===== src/rtl/if_fetch.sv =====
// Instruction fetch unit with prefetch buffer; optional bubble counter under IF_FETCH_PERF_CNT_EN.
// Latency: a response reaches inst_o the cycle after rvalid; a redirect PC is driven the next cycle.
// Backpressure: stall_i holds the head; requests pause while buffered + outstanding reach BUF_DEPTH.

// Generic flushable FIFO exposing its head entry.
// Latency: a pushed entry is visible at the head the cycle after the push.
// Backpressure: none internally; the owner must not push when full.
module if_fetch_fifo #(
    parameter int WIDTH = 32,
    parameter int DEPTH = 2,
    parameter int CW    = $clog2(DEPTH + 1)
) (
    input  logic             clk_i,
    input  logic             rst_i,
    input  logic             flush,
    input  logic             push_vld,
    input  logic [WIDTH-1:0] push_dat,
    input  logic             pop_rdy,
    output logic [WIDTH-1:0] head_dat,
    output logic [CW-1:0]    cnt
);
    localparam int PW = (DEPTH > 1) ? $clog2(DEPTH) : 1;
    localparam logic [PW-1:0] LAST = PW'(DEPTH - 1);

    logic [WIDTH-1:0] mem [DEPTH];
    logic [PW-1:0]    wr_ptr;
    logic [PW-1:0]    rd_ptr;
    logic             do_push;
    logic             do_pop;

    assign do_push  = push_vld & ~flush;
    assign do_pop   = pop_rdy & ~flush & (cnt != '0);
    assign head_dat = mem[rd_ptr];

    always_ff @(posedge clk_i or negedge rst_i) begin
        if (!rst_i) begin
            wr_ptr <= '0;
            rd_ptr <= '0;
            cnt    <= '0;
        end else if (flush) begin
            wr_ptr <= '0;
            rd_ptr <= '0;
            cnt    <= '0;
        end else begin
            if (do_push) wr_ptr <= (wr_ptr == LAST) ? '0 : wr_ptr + PW'(1);
            if (do_pop)  rd_ptr <= (rd_ptr == LAST) ? '0 : rd_ptr + PW'(1);
            cnt <= cnt + CW'(do_push) - CW'(do_pop);
        end
    end

    always_ff @(posedge clk_i) begin
        if (do_push) mem[wr_ptr] <= push_dat;
    end
endmodule

module if_fetch #(
    parameter int                    ADDR_WIDTH = 32,
    parameter int                    DATA_WIDTH = 32,
    parameter logic [ADDR_WIDTH-1:0] RESET_PC   = 32'h0000_0000,
    parameter int                    BUF_DEPTH  = 2,
    parameter logic [DATA_WIDTH-1:0] NOP        = 32'h0000_0013
) (
    input  logic                  clk_i,
    input  logic                  rst_i,
    output logic                  imem_req_o,
    output logic [ADDR_WIDTH-1:0] imem_addr_o,
    input  logic                  imem_gnt_i,
    input  logic                  imem_rvalid_i,
    input  logic [DATA_WIDTH-1:0] imem_rdata_i,
    output logic [ADDR_WIDTH-1:0] inst_addr_o,
    output logic [DATA_WIDTH-1:0] inst_o,
    input  logic                  stall_i,
    input  logic                  redirect_i,
    input  logic [ADDR_WIDTH-1:0] redirect_addr_i
`ifdef IF_FETCH_PERF_CNT_EN
    ,
    output logic [31:0]           bubble_cnt_o
`endif
);
    localparam int CW  = $clog2(BUF_DEPTH + 1);
    localparam int CW1 = CW + 1;
    localparam logic [CW1-1:0]        LIMIT   = CW1'(BUF_DEPTH);
    localparam logic [ADDR_WIDTH-1:0] PC_STEP = ADDR_WIDTH'(4);

    typedef enum logic {RUN, DISCARD} state_t;

    state_t                           state_q;
    logic [CW-1:0]                    disc_q;
    logic [CW-1:0]                    disc_nxt;
    logic [CW-1:0]                    buf_cnt;
    logic [CW-1:0]                    oq_cnt;
    logic [ADDR_WIDTH-1:0]            pc_q;
    logic [ADDR_WIDTH-1:0]            oq_head;
    logic [ADDR_WIDTH+DATA_WIDTH-1:0] buf_head;
    logic                             fire;
    logic                             buf_push;
    logic                             buf_pop;
    logic                             buf_vld;

    assign imem_req_o  = rst_i & (({1'b0, buf_cnt} + {1'b0, oq_cnt}) < LIMIT);
    assign imem_addr_o = pc_q;
    assign fire        = imem_req_o & imem_gnt_i;
    assign buf_push    = imem_rvalid_i & (state_q == RUN) & ~redirect_i;
    assign buf_vld     = (buf_cnt != '0);
    assign buf_pop     = ~stall_i & ~redirect_i & buf_vld;
    // Every in-flight request becomes stale on redirect. A response arriving this
    // cycle retires one of them whether it was kept (RUN) or dropped (DISCARD).
    assign disc_nxt    = oq_cnt + CW'(fire) - CW'(imem_rvalid_i);

    assign inst_o      = buf_vld ? buf_head[DATA_WIDTH-1:0] : NOP;
    assign inst_addr_o = buf_vld ? buf_head[ADDR_WIDTH+DATA_WIDTH-1:DATA_WIDTH] : '0;

    if_fetch_fifo #(.WIDTH(ADDR_WIDTH + DATA_WIDTH), .DEPTH(BUF_DEPTH), .CW(CW)) u_buf (
        .clk_i    (clk_i),
        .rst_i    (rst_i),
        .flush    (redirect_i),
        .push_vld (buf_push),
        .push_dat ({oq_head, imem_rdata_i}),
        .pop_rdy  (buf_pop),
        .head_dat (buf_head),
        .cnt      (buf_cnt)
    );

    if_fetch_fifo #(.WIDTH(ADDR_WIDTH), .DEPTH(BUF_DEPTH), .CW(CW)) u_oq (
        .clk_i    (clk_i),
        .rst_i    (rst_i),
        .flush    (1'b0),
        .push_vld (fire),
        .push_dat (pc_q),
        .pop_rdy  (imem_rvalid_i),
        .head_dat (oq_head),
        .cnt      (oq_cnt)
    );

    always_ff @(posedge clk_i or negedge rst_i) begin
        if (!rst_i)          pc_q <= RESET_PC;
        else if (redirect_i) pc_q <= {redirect_addr_i[ADDR_WIDTH-1:2], 2'b00};
        else if (fire)       pc_q <= pc_q + PC_STEP;
    end

    always_ff @(posedge clk_i or negedge rst_i) begin
        if (!rst_i) begin
            state_q <= RUN;
            disc_q  <= '0;
        end else if (redirect_i) begin
            disc_q  <= disc_nxt;
            state_q <= (disc_nxt != '0) ? DISCARD : RUN;
        end else if (state_q == DISCARD && imem_rvalid_i) begin
            disc_q <= disc_q - CW'(1);
            if (disc_q == CW'(1)) state_q <= RUN;
        end
    end

`ifdef IF_FETCH_PERF_CNT_EN
    always_ff @(posedge clk_i or negedge rst_i) begin
        if (!rst_i)                                 bubble_cnt_o <= '0;
        else if (~stall_i & ~redirect_i & ~buf_vld) bubble_cnt_o <= bubble_cnt_o + 32'd1;
    end
`endif

`ifndef SYNTHESIS
    rsp_without_req: assert property (@(posedge clk_i) disable iff (!rst_i)
        imem_rvalid_i |-> (oq_cnt != '0))
        else $error("if_fetch: imem response with no request outstanding");
`endif
endmodule


===== config.mk =====
export PLATFORM = sky130hd
export DESIGN_NAME = if_fetch
export DESIGN_NICKNAME = d
export VERILOG_FILES = /design/src/rtl/if_fetch.sv
export SDC_FILE = /design/constraint.sdc
export NUM_CORES = 1
export LEC_CHECK = 0
export ABC_CLOCK_PERIOD_IN_PS = 5300
export CORE_UTILIZATION = 45
export CTS_CLUSTER_SIZE = 10
export DETAILED_ROUTE_END_ITERATION = 10
export GPL_ROUTABILITY_DRIVEN = 0
export GPL_TIMING_DRIVEN = 0
export PLACE_DENSITY = 0.8
export SYNTH_ARGS = -nofsm -noshare
export SYNTH_HDL_FRONTEND = slang
export SYNTH_SLANG_ARGS = --single-unit

===== constraint.sdc =====
create_clock -name clk_i -period 5.3 [get_ports clk_i]
set_clock_uncertainty 0.1 [all_clocks]
set_input_delay 1.59 -clock clk_i [delete_from_list [all_inputs] [get_ports clk_i]]
set_output_delay 1.59 -clock clk_i [all_outputs]
set_load 0.05 [all_outputs]

Yosys cells after proc, flatten, opt, wreduce, memory -nomap -nowiden. Memories as Yosys holds them, arrays and structs flattened. Index checks and enable logic that the tools add are counted.

Bits in registers: 43. Bits in latches: 0. RAM bits: 192. Bits in read-only memories: 0. Bits of input ports: 70. Output and inout bits: 97. Logic and storage cells: 71. Memories kept: 2.

Memories: u_buf.mem (words 2, width 64, read ports 1, clocked after memory_dff 0, write ports 1, RTL line 25) `logic [WIDTH-1:0] mem [DEPTH];`; u_oq.mem (words 2, width 32, read ports 1, clocked after memory_dff 0, write ports 1, RTL line 25).

$add $sub $neg: 12. Multiply operators: 0. Div/mod/pow operators: 0. Magnitude comparators: 1. Equal/unequal tests: 1. Shift-type cells: 0. Mux-type cells: 23. Bitwise operators: 13. Reductions and logical operators: 10.

Operators with widths (count): 32-bit 2-to-1 mux (4); 32-bit by 3-bit adder with 32-bit output, second input constant (1); 1-bit 2-to-1 mux (16); 2-bit nonzero test (8); 1-bit bitwise AND (10); 2-bit 2-to-1 mux (3); 2-bit by 1-bit subtractor with 2-bit output (3); 1-bit adder, second input constant (4); 2-bit by 1-bit adder with 2-bit output (2); 2-bit by 2-bit adder with 3-bit output (1); 3-bit by 2-bit less-than comparator with 1-bit output, second input constant (1); 1-bit inverter (3); 2-bit by 1-bit == test with 1-bit output, second input constant (1); 2-bit AND reduction (1); 2-bit by 1-bit subtractor with 2-bit output, second input constant (1); 1-bit logical AND (1).

Logic depth before layout (Yosys ltp). Gate-level depths: netlist (run 1).

Depth in word-level cells: 9. Mapped depth: 10. Mapped depth without buffers: 9.

Modules after synthesis. A second synthesis (run 1) with hierarchy kept.

Cells, all modules: 642. Area, all modules: 9851.9 um^2.

By module, submodules not included: if_fetch_fifo (u_buf) (times used 1, cells an instance 220, area each 4848.4 um^2, sequential area each 3943.8 um^2); if_fetch_fifo (u_oq) (times used 1, cells an instance 121, area each 2560.0 um^2, sequential area each 2021.9 um^2); if_fetch (times used 1, cells an instance 301, area each 2443.6 um^2, sequential area each 825.8 um^2).

Least setup slack after synthesis (run 1). No wires, ideal clock.

Kind: input-to-reg. Start point: input imem_rvalid_i. End point: memory u_buf.mem[0][0] (netlist bit), enable pin. Library setup time: 0.490 ns. Arrival time: 4.728 ns. Data required time: 4.710 ns. Path slack: -0.017 ns. Stages on the path: 3. Buffers on the path: 0. Cell sequence: nor2b_1 -> nor2b_1 -> nor2b_1.

Word-level cells in the longest chain between the ends: 5.

RTL lines: start: declaration (RTL line 68) `input logic imem_rvalid_i,`; 1-bit bitwise AND (2 in series) (RTL line 103) `assign buf_push = imem_rvalid_i & (state_q == RUN) & ~redirect_i;`; 1-bit bitwise AND (RTL line 31) `assign do_push = push_vld & ~flush;`; 1-bit 2-to-1 mux (RTL line 52) `if (do_push) mem[wr_ptr] <= push_dat;`; 1-bit 2-to-1 mux (not written as such) (RTL line 52); end: declaration (RTL line 25).

No other way between the ends.

Worst setup path in the final report (run 1).
Start point: input rst_i. End point: output imem_req_o.

Word-level cells in the longest chain between the ends: 1.

RTL lines: start: declaration (RTL line 64) `input logic rst_i,`; 1-bit bitwise AND (RTL line 100) `assign imem_req_o = rst_i & (({1'b0, buf_cnt} + {1'b0, oq_cnt}) < LIMIT);`; end: declaration (RTL line 65) `output logic imem_req_o,`.

No other way between the ends.

==> flow_summary.yaml, run 1 <==
placement:
  place_area_um2: 11200
  port-buffer-count: 159
  dpl.cell_count: 1044
  place_hpwl_um: 12600
timing:
  timing.slew.headroom: 0.377
  rsz0062_at_grt: "no"
  setup_viol: 0
  drv_slew: 0
  finalSetupTns_ns: 0
  hold_viol_final: 0
  max_freq_ghz: 0.200
  worstMarginPinSlew_ns: 0.933
  fin_crit_sh: 0.944
  fin_crit_ns: 5.00
hold_path:
  holdCritStartpoint: "imem_addr_o[7]"
  min-delay-path-class: "reg2reg"
synthesis:
  syn_area_per_cell_um2: 15.0
  syn_area_um2: 9200
  synth_seq_cells: 225
  yosysSeqAreaShare: 0.712
  synth-edff-count: 184
  synth_cell_type_count: 41
  ys_warn_count: 0
  yosys_most_used_dff: "edfxtp_1"
  netlist_instances: 614
  async_reset_ff_frac: 0.182
finish:
  layout_common_cells: "edfxtp_1 (184), clkdlybuf4s50_1 (158), nor2_1 (72)"
  areaGrowthSynthToFinish_pct: 30.1
  final_common_cell: "edfxtp_1"
  multi_input_area_um2: 2480
  final_area_um2: 12000
  postLayoutCoreUtil: 0.605
  antenna_cells: 0
  ff_latch_area_um2: 6550
  fin_cells: 1091
  nNetsFinal: 885
  drive_gt1_frac: 0.108
  fill_cells: 1542
power_and_ir_drop:
  ir_drop_mv: 0.258
  power.internal_uw: 3670
  pwr-share-comb: 0.280
  swShare: 0.316
  switchingPower_uw: 1700
  clkPwrFrac: 0.296
  leakage_uw: 0.00410
  sequentialPowerShare: 0.423
  powerDensity_nw_per_um2: 449
  fin_total_pwr_uw: 5370
drt:
  drtIter0Drc: 266
  num_vias: 5462
  viasPerCell: 5.01
  wl_um: 19000
  dr.pass1.iters: 4
  drc: 0
  wire_per_inst_um: 17.4
  ant_nets: 0
floorplanning:
  initial_core_util: 0.465
  dieArea_um2: 21000
  pin_count: 167
  die_w_um: 145
  coreArea_um2: 19800
  die_h_um: 145
  num_rows: 51
outcome:
  status: "complete, no violations"
grt:
  grt_overflow: 0
  grt_start_max_net_pins: 63
  antenna_found_initial: 0
  grt_usage: 0.181
  grt_pass1_wl_um: 30100
  grt_pass1_vias: 5527
setup_path:
  critPathKind: "in2out"
  crit_path_start_kind: "input pin"
  rr_startpoint: "u_buf.cnt[0]"
  endpoint_kind: "primary output"
  critPathArrivalTime_ns: 3.31
  cp_max_fo: 30
  setup.worst_path.start: "rst_i"
  required_ns: 3.61
clock_network:
  holdBufCountCts: 0
  clockBufferDepth: 3
  cts_tree: "yes"
  numCtsBuffers: 26
  clk_pin_slew_worst_paths_ns: 0.05
  clk_latency_ns: 0.51
  cts_sinks: 225
  h-tree-depth: 1
  cts_setup_buffers: 0
  ctsResizeCount: 0
  cts_root_buffer: "clkbuf_16"
flow_run:
  max-cap-violations: 0
## metal layers
layer	global-route usage	up-vias	wire length (um)
met5	0	-	0
li1	-	2624	-
met2	0.302	186	9350
met4	0.0473	0	262
met3	0.0327	25	1140
met1	0.245	2627	8220
## cell usage after synthesis, types with 3 or more instances
cell        n  area (um2)
a21oi_1     4        20.0
and2_1      6        37.5
and3_1      4        25.0
and4_1      4        35.0
buf_1       3        11.3
buf_2       9        45.0
buf_4       4        30.0
clkbuf_1   12        45.0
dfrtp_1    41        1030
edfxtp_1  184        5530
ha_1        7        87.6
inv_1       9        33.8
mux2_2     30         338
mux2i_1    64         641
nand2_1    41         154
nand3_1     9        45.0
nand4_1     9        56.3
nor2_1     72         270
nor2b_1     5        31.3
nor3_1      7        35.0
o21ai_0    33         165
xnor2_1    25         219
xor2_1     11        96.3
## critical path, stage by stage
cell and delay [ns]:
buf_2 0.32, buf_12 0.25, nor3b_1 0.27, clkdlybuf4s50_1 0.86
## cell families after synthesis
kind of cell | count (synthesis) | synth area share
compound gates | 42 | 0.0238
simple gates | 168 | 0.0902
flops | 225 | 0.712
xor+xnor | 36 | 0.0343
mux | 94 | 0.106
other cells | 1 | 0.000408
buf+inv | 40 | 0.0212
fa+ha+maj | 8 | 0.0117
## registers in the layout, summed over array words and instances (netlist names)
| register | cells |
|---|---|
| state_q | 1 |
| u_oq.mem | 60 |
| imem_addr_o | 30 |
| u_oq.rd_ptr | 1 |
| disc_q | 2 |
| u_buf.mem | 124 |
| u_buf.rd_ptr | 1 |
| u_oq.cnt | 2 |
| u_buf.cnt | 2 |
| u_buf.wr_ptr | 1 |
| u_oq.wr_ptr | 1 |
## power groups by stage
stage	Combinational, uW	Sequential, uW	Clock [uW]
floorplan	934	2360	0
global placement	1470	2300	0
detailed placement	1510	2310	0
CTS	1520	2280	1620
global route	1600	2300	1700
finish	1510	2280	1590
## area by class of cell
| type | count | share of cell area |
|---|---|---|
| buffer | 31 | 0.0135 |
| clock buffer | 47 | 0.0636 |
| inverter | 9 | 0.00282 |
| multi-input combinational | 352 | 0.208 |
| sequential | 225 | 0.547 |
| tap | 265 | 0.0277 |
| timing repair buffer | 162 | 0.138 |
## path summary, 6_finish.rpt
kind / to / depth (start not counted) / slack, ns
max in group asynchronous: u_buf.wr_ptr / 2 / 3.72
min in group asynchronous: imem_addr_o[22] / 1 / 0.89
worst max register to register: u_oq.mem[0][28] / 5 / 2.19
worst min register to register: u_oq.mem[0][7] / 0 / 0.44
worst max-delay path: imem_req_o / 4 / 0.30
worst min-delay path: u_oq.mem[0][7] / 0 / 0.44
## metrics by stage
stage | hold slack, ns | worst slack [ns]
2_1_floorplan | 0.355 | 0.874
3_3_place_gp | 0.369 | -1.78
3_5_place_dp | 0.437 | 0.291
4_1_cts | 0.453 | 0.258
5_1_grt | 0.461 | 0.157
6_report | 0.445 | 0.296
No activity file was read; power rests on OpenSTA's default activity.
==> inputs of run 2 (changes only) <==
--- a/config.mk
+++ b/config.mk
@@ -5,7 +5,7 @@
 export SDC_FILE = /design/constraint.sdc
 export NUM_CORES = 1
 export LEC_CHECK = 0
-export ABC_CLOCK_PERIOD_IN_PS = 5300
+export ABC_CLOCK_PERIOD_IN_PS = 4700
 export CORE_UTILIZATION = 45
 export CTS_CLUSTER_SIZE = 10
 export DETAILED_ROUTE_END_ITERATION = 10
==> constraint.sdc (replaced) <==
create_clock -name clk_i -period 4.7 [get_ports clk_i]
set_clock_uncertainty 0.1 [all_clocks]
set_input_delay 1.41 -clock clk_i [delete_from_list [all_inputs] [get_ports clk_i]]
set_output_delay 1.41 -clock clk_i [all_outputs]
set_load 0.05 [all_outputs]
==> run 2 against run 1 <==
  * Final cell count stayed put
  * Critical path depth is 1 higher
  * Critical endpoint is now inst_addr_o[18]
  * Register-to-register slack worse by 0.62 ns
==> flow_summary.yaml, run 2 (synthesized netlist as in run 1, its figures left out) <==
timing:
  timing.slew.headroom: 0.372
  setup_viol: 0
  max_freq_ghz: 0.230
  rsz0062_at_grt: "no"
  finalSetupTns_ns: 0
  hold_viol_final: 0
  worstMarginPinSlew_ns: 0.940
  layout_setup_ws_ns: 0.352
  fin_crit_sh: 0.925
  fin_crit_ns: 4.35
  drv_slew: 0
setup_path:
  cpPeakStageDelay_ns: 0.85
  critPathTopFamily: "buffers and inverters"
  r2r_slack_ns: 1.57
  critPathKind: "reg2out"
  critPathArrivalTime_ns: 2.84
  endpoint_kind: "primary output"
  worstPathCellList: "clkbuf_1 > buf_2 > mux2i_1 > nor2_1 > clkdlybuf4s50_1"
  crit_buf_inv: 3
  crit_path_start_kind: "flip-flop"
  required_ns: 3.19
  cp_max_fo: 10
  crit_slowest_cell: "clkdlybuf4s50_1"
drt:
  wl_um: 19000
  dr.pass1.iters: 4
  ant_nets: 0
  drtIter0Drc: 265
  drc: 0
  viasPerCell: 5.02
  wire_per_inst_um: 17.4
  num_vias: 5476
finish:
  fill_cells: 1543
  drive_gt1_frac: 0.109
  antenna_cells: 0
  areaGrowthSynthToFinish_pct: 30.2
  largest_register: "u_buf.mem"
  final_common_cell: "edfxtp_1"
  largest_register_ffs: 124
  nNetsFinal: 885
  final_area_um2: 12000
  layout_common_cells: "edfxtp_1 (184), clkdlybuf4s50_1 (157), nor2_1 (71)"
placement:
  place_ws_ns: 0.0511
  port-buffer-count: 159
  place_area_um2: 11200
  place_hpwl_um: 12600
floorplanning:
  num_rows: 51
  pin_count: 167
  initial_core_util: 0.465
  die_w_um: 145
  die_h_um: 145
  dieArea_um2: 21000
  coreArea_um2: 19800
outcome:
  status: "complete, no violations"
clock_network:
  cts_tree: "yes"
  cts_root_buffer: "clkbuf_16"
  h-tree-depth: 1
  clk_latency_ns: 0.51
  clk_pin_slew_worst_paths_ns: 0.06
  clockBufferDepth: 3
  cts_setup_buffers: 0
  numCtsBuffers: 26
  holdBufCountCts: 0
  cts_sinks: 225
power_and_ir_drop:
  ir_drop_mv: 0.291
  fin_total_pwr_uw: 6060
  powerDensity_nw_per_um2: 506
  leakage_uw: 0.00411
grt:
  antenna_found_initial: 0
  grt_overflow: 0
  grt_pass1_vias: 5527
  grt_usage: 0.181
  grt_pass1_wl_um: 30100
  grt_start_max_net_pins: 63
flow_run:
  max-cap-violations: 0
hold_path:
  min-delay-path-class: "reg2reg"
==> run 2: final cells by class <==
type / instances / area (um2) / share of cell area
Clock buffer: 47 / 761 / 0.0635
Buffer: 31 / 161 / 0.0135
Sequential cell: 225 / 6550 / 0.547
Inverter: 9 / 33.8 / 0.00282
Tap cell: 265 / 332 / 0.0277
Multi-Input combinational cell: 352 / 2490 / 0.208
Timing Repair Buffer: 162 / 1650 / 0.138
==> run 2: per-layer routing <==
metal | vias to the layer above | global-route usage | wire (um) | part of all wire
met2 | 193 | 0.302 | 9370 | 0.49
met3 | 25 | 0.0327 | 1180 | 0.062
li1 | 2623 | - | - | -
met1 | 2635 | 0.245 | 8210 | 0.43
met4 | 0 | 0.0473 | 262 | 0.014
met5 | - | 0 | 0 | 0
==> run 2: power by group <==
| group | switching (uW) | total (uW) | internal (uW) |
|---|---|---|---|
| Combinational | 1080 | 1700 | 621 |
| Clock | 718 | 1800 | 1080 |
| Sequential | 124 | 2570 | 2440 |
==> run 2: stage by stage <==
| stage | util | instances | hold WS (ns) |
|---|---|---|---|
| floorplan | - | 617 | 0.355 |
| global placement | 0.563 | 1041 | 0.369 |
| detailed placement | 0.567 | 1044 | 0.437 |
| CTS | 0.605 | 1091 | 0.453 |
| global route | 0.605 | 1091 | 0.461 |
| finish | 0.605 | 1091 | 0.445 |
==> run 2: worst paths after layout <==
path,startpoint,depth (start not counted),to
min,imem_addr_o[7],0,u_oq.mem[0][7]
max,u_buf.rd_ptr,5,inst_addr_o[18]
min in group asynchronous,rst_i,1,imem_addr_o[22]
max in group asynchronous,rst_i,2,imem_addr_o[5]
min reg2reg,imem_addr_o[7],0,u_oq.mem[0][7]
max reg2reg,u_buf.cnt[0],5,u_oq.mem[0][28]
==> run 2: what timing repair did <==
action	4_1_cts	5_1_grt
endpoints found under the hold margin	0	0
gates resized for setup	0	2
setup endpoints to repair	0	2
==> run 2: worst register-to-register path, stage by stage (launching register included) <==
cell and delay [ns]:
dfrtp_1 0.47, and2_1 0.19, fa_1 0.48, and4bb_2 0.39, buf_2 0.28, nor2b_4 0.83
==> inputs of run 3 (changes only) <==
--- a/config.mk
+++ b/config.mk
@@ -7,7 +7,7 @@
 export LEC_CHECK = 0
 export ABC_CLOCK_PERIOD_IN_PS = 4700
 export CORE_UTILIZATION = 45
-export CTS_CLUSTER_SIZE = 10
+export CTS_CLUSTER_SIZE = 16
 export DETAILED_ROUTE_END_ITERATION = 10
 export GPL_ROUTABILITY_DRIVEN = 0
 export GPL_TIMING_DRIVEN = 0
==> run 3 against run 2 <==
  * Setup slack got worse by 0.11 ns
  * Routed wire length decreased by 2.4%
  * Combinational power about the same
  * Via count decreased by 1.2%
==> flow_summary.yaml, run 3 (synthesized netlist as in run 1, its figures left out) <==
outcome:
  status: "complete, no violations"
setup_path:
  crit_buf_inv: 2
  cp_max_fo: 10
  critPathKind: "reg2out"
  crit_path_start_kind: "flip-flop"
  crit_slowest_cell: "clkdlybuf4s50_1"
  cpPeakStageDelay_ns: 0.74
  endpoint_kind: "primary output"
  worstPathCellList: "nor2_1 > clkbuf_1 > nor2_1 > clkdlybuf4s50_1"
  critPathMostFrequentCell: "nor2_1"
  critPathArrivalTime_ns: 2.95
  critPathTopFamily: "buffers and inverters"
  required_ns: 3.19
timing:
  rsz0062_at_grt: "no"
  fin_crit_sh: 0.949
  finalSetupTns_ns: 0
  fin_crit_ns: 4.46
  max_freq_ghz: 0.224
  timing.slew.headroom: 0.383
  hold_viol_final: 0
  worstMarginPinSlew_ns: 0.923
  setup_viol: 0
  drv_slew: 0
finish:
  largest_register_ffs: 124
  antenna_cells: 0
  final_common_cell: "edfxtp_1"
  areaGrowthSynthToFinish_pct: 29.3
  postLayoutCoreUtil: 0.601
  layout_common_cells: "edfxtp_1 (184), clkdlybuf4s50_1 (157), nor2_1 (72)"
  largest_register: "u_buf.mem"
  fin_cells: 1084
  nNetsFinal: 882
  drive_gt1_frac: 0.110
power_and_ir_drop:
  ir_drop_mv: 0.263
  sequentialPowerShare: 0.433
  power.internal_uw: 4030
  swShare: 0.319
  pwr-share-comb: 0.286
  clkPwrFrac: 0.281
  leakage_uw: 0.00408
  switchingPower_uw: 1890
  powerDensity_nw_per_um2: 498
clock_network:
  cts_tree: "yes"
  clk_pin_slew_worst_paths_ns: 0.06
  h-tree-depth: 1
  cts_sinks: 225
  clockBufferDepth: 3
  numCtsBuffers: 23
  cts_root_buffer: "clkbuf_16"
  clk_latency_ns: 0.49
grt:
  grt_pass1_wl_um: 29600
  grt_overflow: 0
  grt_pass1_vias: 5445
  grt_start_max_net_pins: 63
  grt_usage: 0.178
  antenna_found_initial: 0
drt:
  wire_per_inst_um: 17.1
  num_vias: 5413
  drtIter0Drc: 264
  dr.pass1.iters: 4
  wl_um: 18600
  ant_nets: 0
  drc: 0
  viasPerCell: 4.99
floorplanning:
  initial_core_util: 0.465
  die_h_um: 145
  pin_count: 167
  dieArea_um2: 21000
  coreArea_um2: 19800
  num_rows: 51
  die_w_um: 145
placement:
  dpl.cell_count: 1044
  place_hpwl_um: 12600
  port-buffer-count: 159
flow_run:
  max-cap-violations: 0
hold_path:
  min-delay-path-class: "reg2reg"
-- run 3: metal layers --
metal	GRT usage	wire (um)
met5	0	0
met4	0.0500	384
met3	0.0248	1010
met2	0.299	8980
met1	0.243	8190
-- run 3: repair_timing --
item | in CTS | in global routing
resized for setup | 0 | 1
hold buffers | 0 | 0
setup buffers | 0 | 0
setup endpoints to repair | 0 | 1
-- run 3: area by class of cell --
type / count / area, um2
flip-flops and latches: 225 / 6550
repair buffers: 162 / 1650
plain buffers: 31 / 161
well taps: 265 / 332
multi-input cells: 352 / 2480
clock buffers: 31 / 616
inverters: 9 / 33.8
fillers: 1541 / 7890
clock inverters: 9 / 67.6
-- run 3: worst reg2reg max path: stages (launching register included) --
cell	delay (ns)
dfrtp_1	0.46
and2_1	0.19
fa_1	0.48
and4bb_2	0.39
buf_2	0.27
nor2b_4	0.81
-- run 3: stage by stage --
| stage | worst slack (ns) | total power, uW | hold slack, ns | area [um2] |
|---|---|---|---|---|
| 3_3_place_gp | -2.20 | 4260 | 0.369 | 11100 |
| 3_5_place_dp | 0.0511 | 4310 | 0.437 | 11200 |
| 2_1_floorplan | 0.634 | 3710 | 0.355 | 9210 |
| 6_report | 0.241 | 5920 | 0.447 | 11900 |
| 5_1_grt | 0.0129 | 6160 | 0.459 | 11900 |
| 4_1_cts | 0.00460 | 5980 | 0.450 | 11900 |
-- run 3: power by group through the flow --
| stage | Sequential [uW] | Clock, uW | Combinational (uW) |
|---|---|---|---|
| after CTS | 2570 | 1700 | 1710 |
| after global placement | 2600 | 0 | 1660 |
| after floorplan | 2660 | 0 | 1050 |
| after detailed placement | 2600 | 0 | 1700 |
| final | 2570 | 1660 | 1690 |
| after global routing | 2590 | 1770 | 1800 |
-- run 3: final timing paths --
check                      slack [ns]          from  cells after the start               to
setup / recovery                 0.24  u_buf.cnt[1]                      4  inst_addr_o[31]
hold / removal                   0.45   u_oq.wr_ptr                      1      u_oq.wr_ptr
setup reg to reg                 1.60  u_buf.cnt[0]                      5  u_oq.mem[0][28]
hold reg to reg                  0.45   u_oq.wr_ptr                      1      u_oq.wr_ptr
max in group asynchronous        3.29         rst_i                      2   imem_addr_o[4]
min in group asynchronous        0.72         rst_i                      1  imem_addr_o[20]
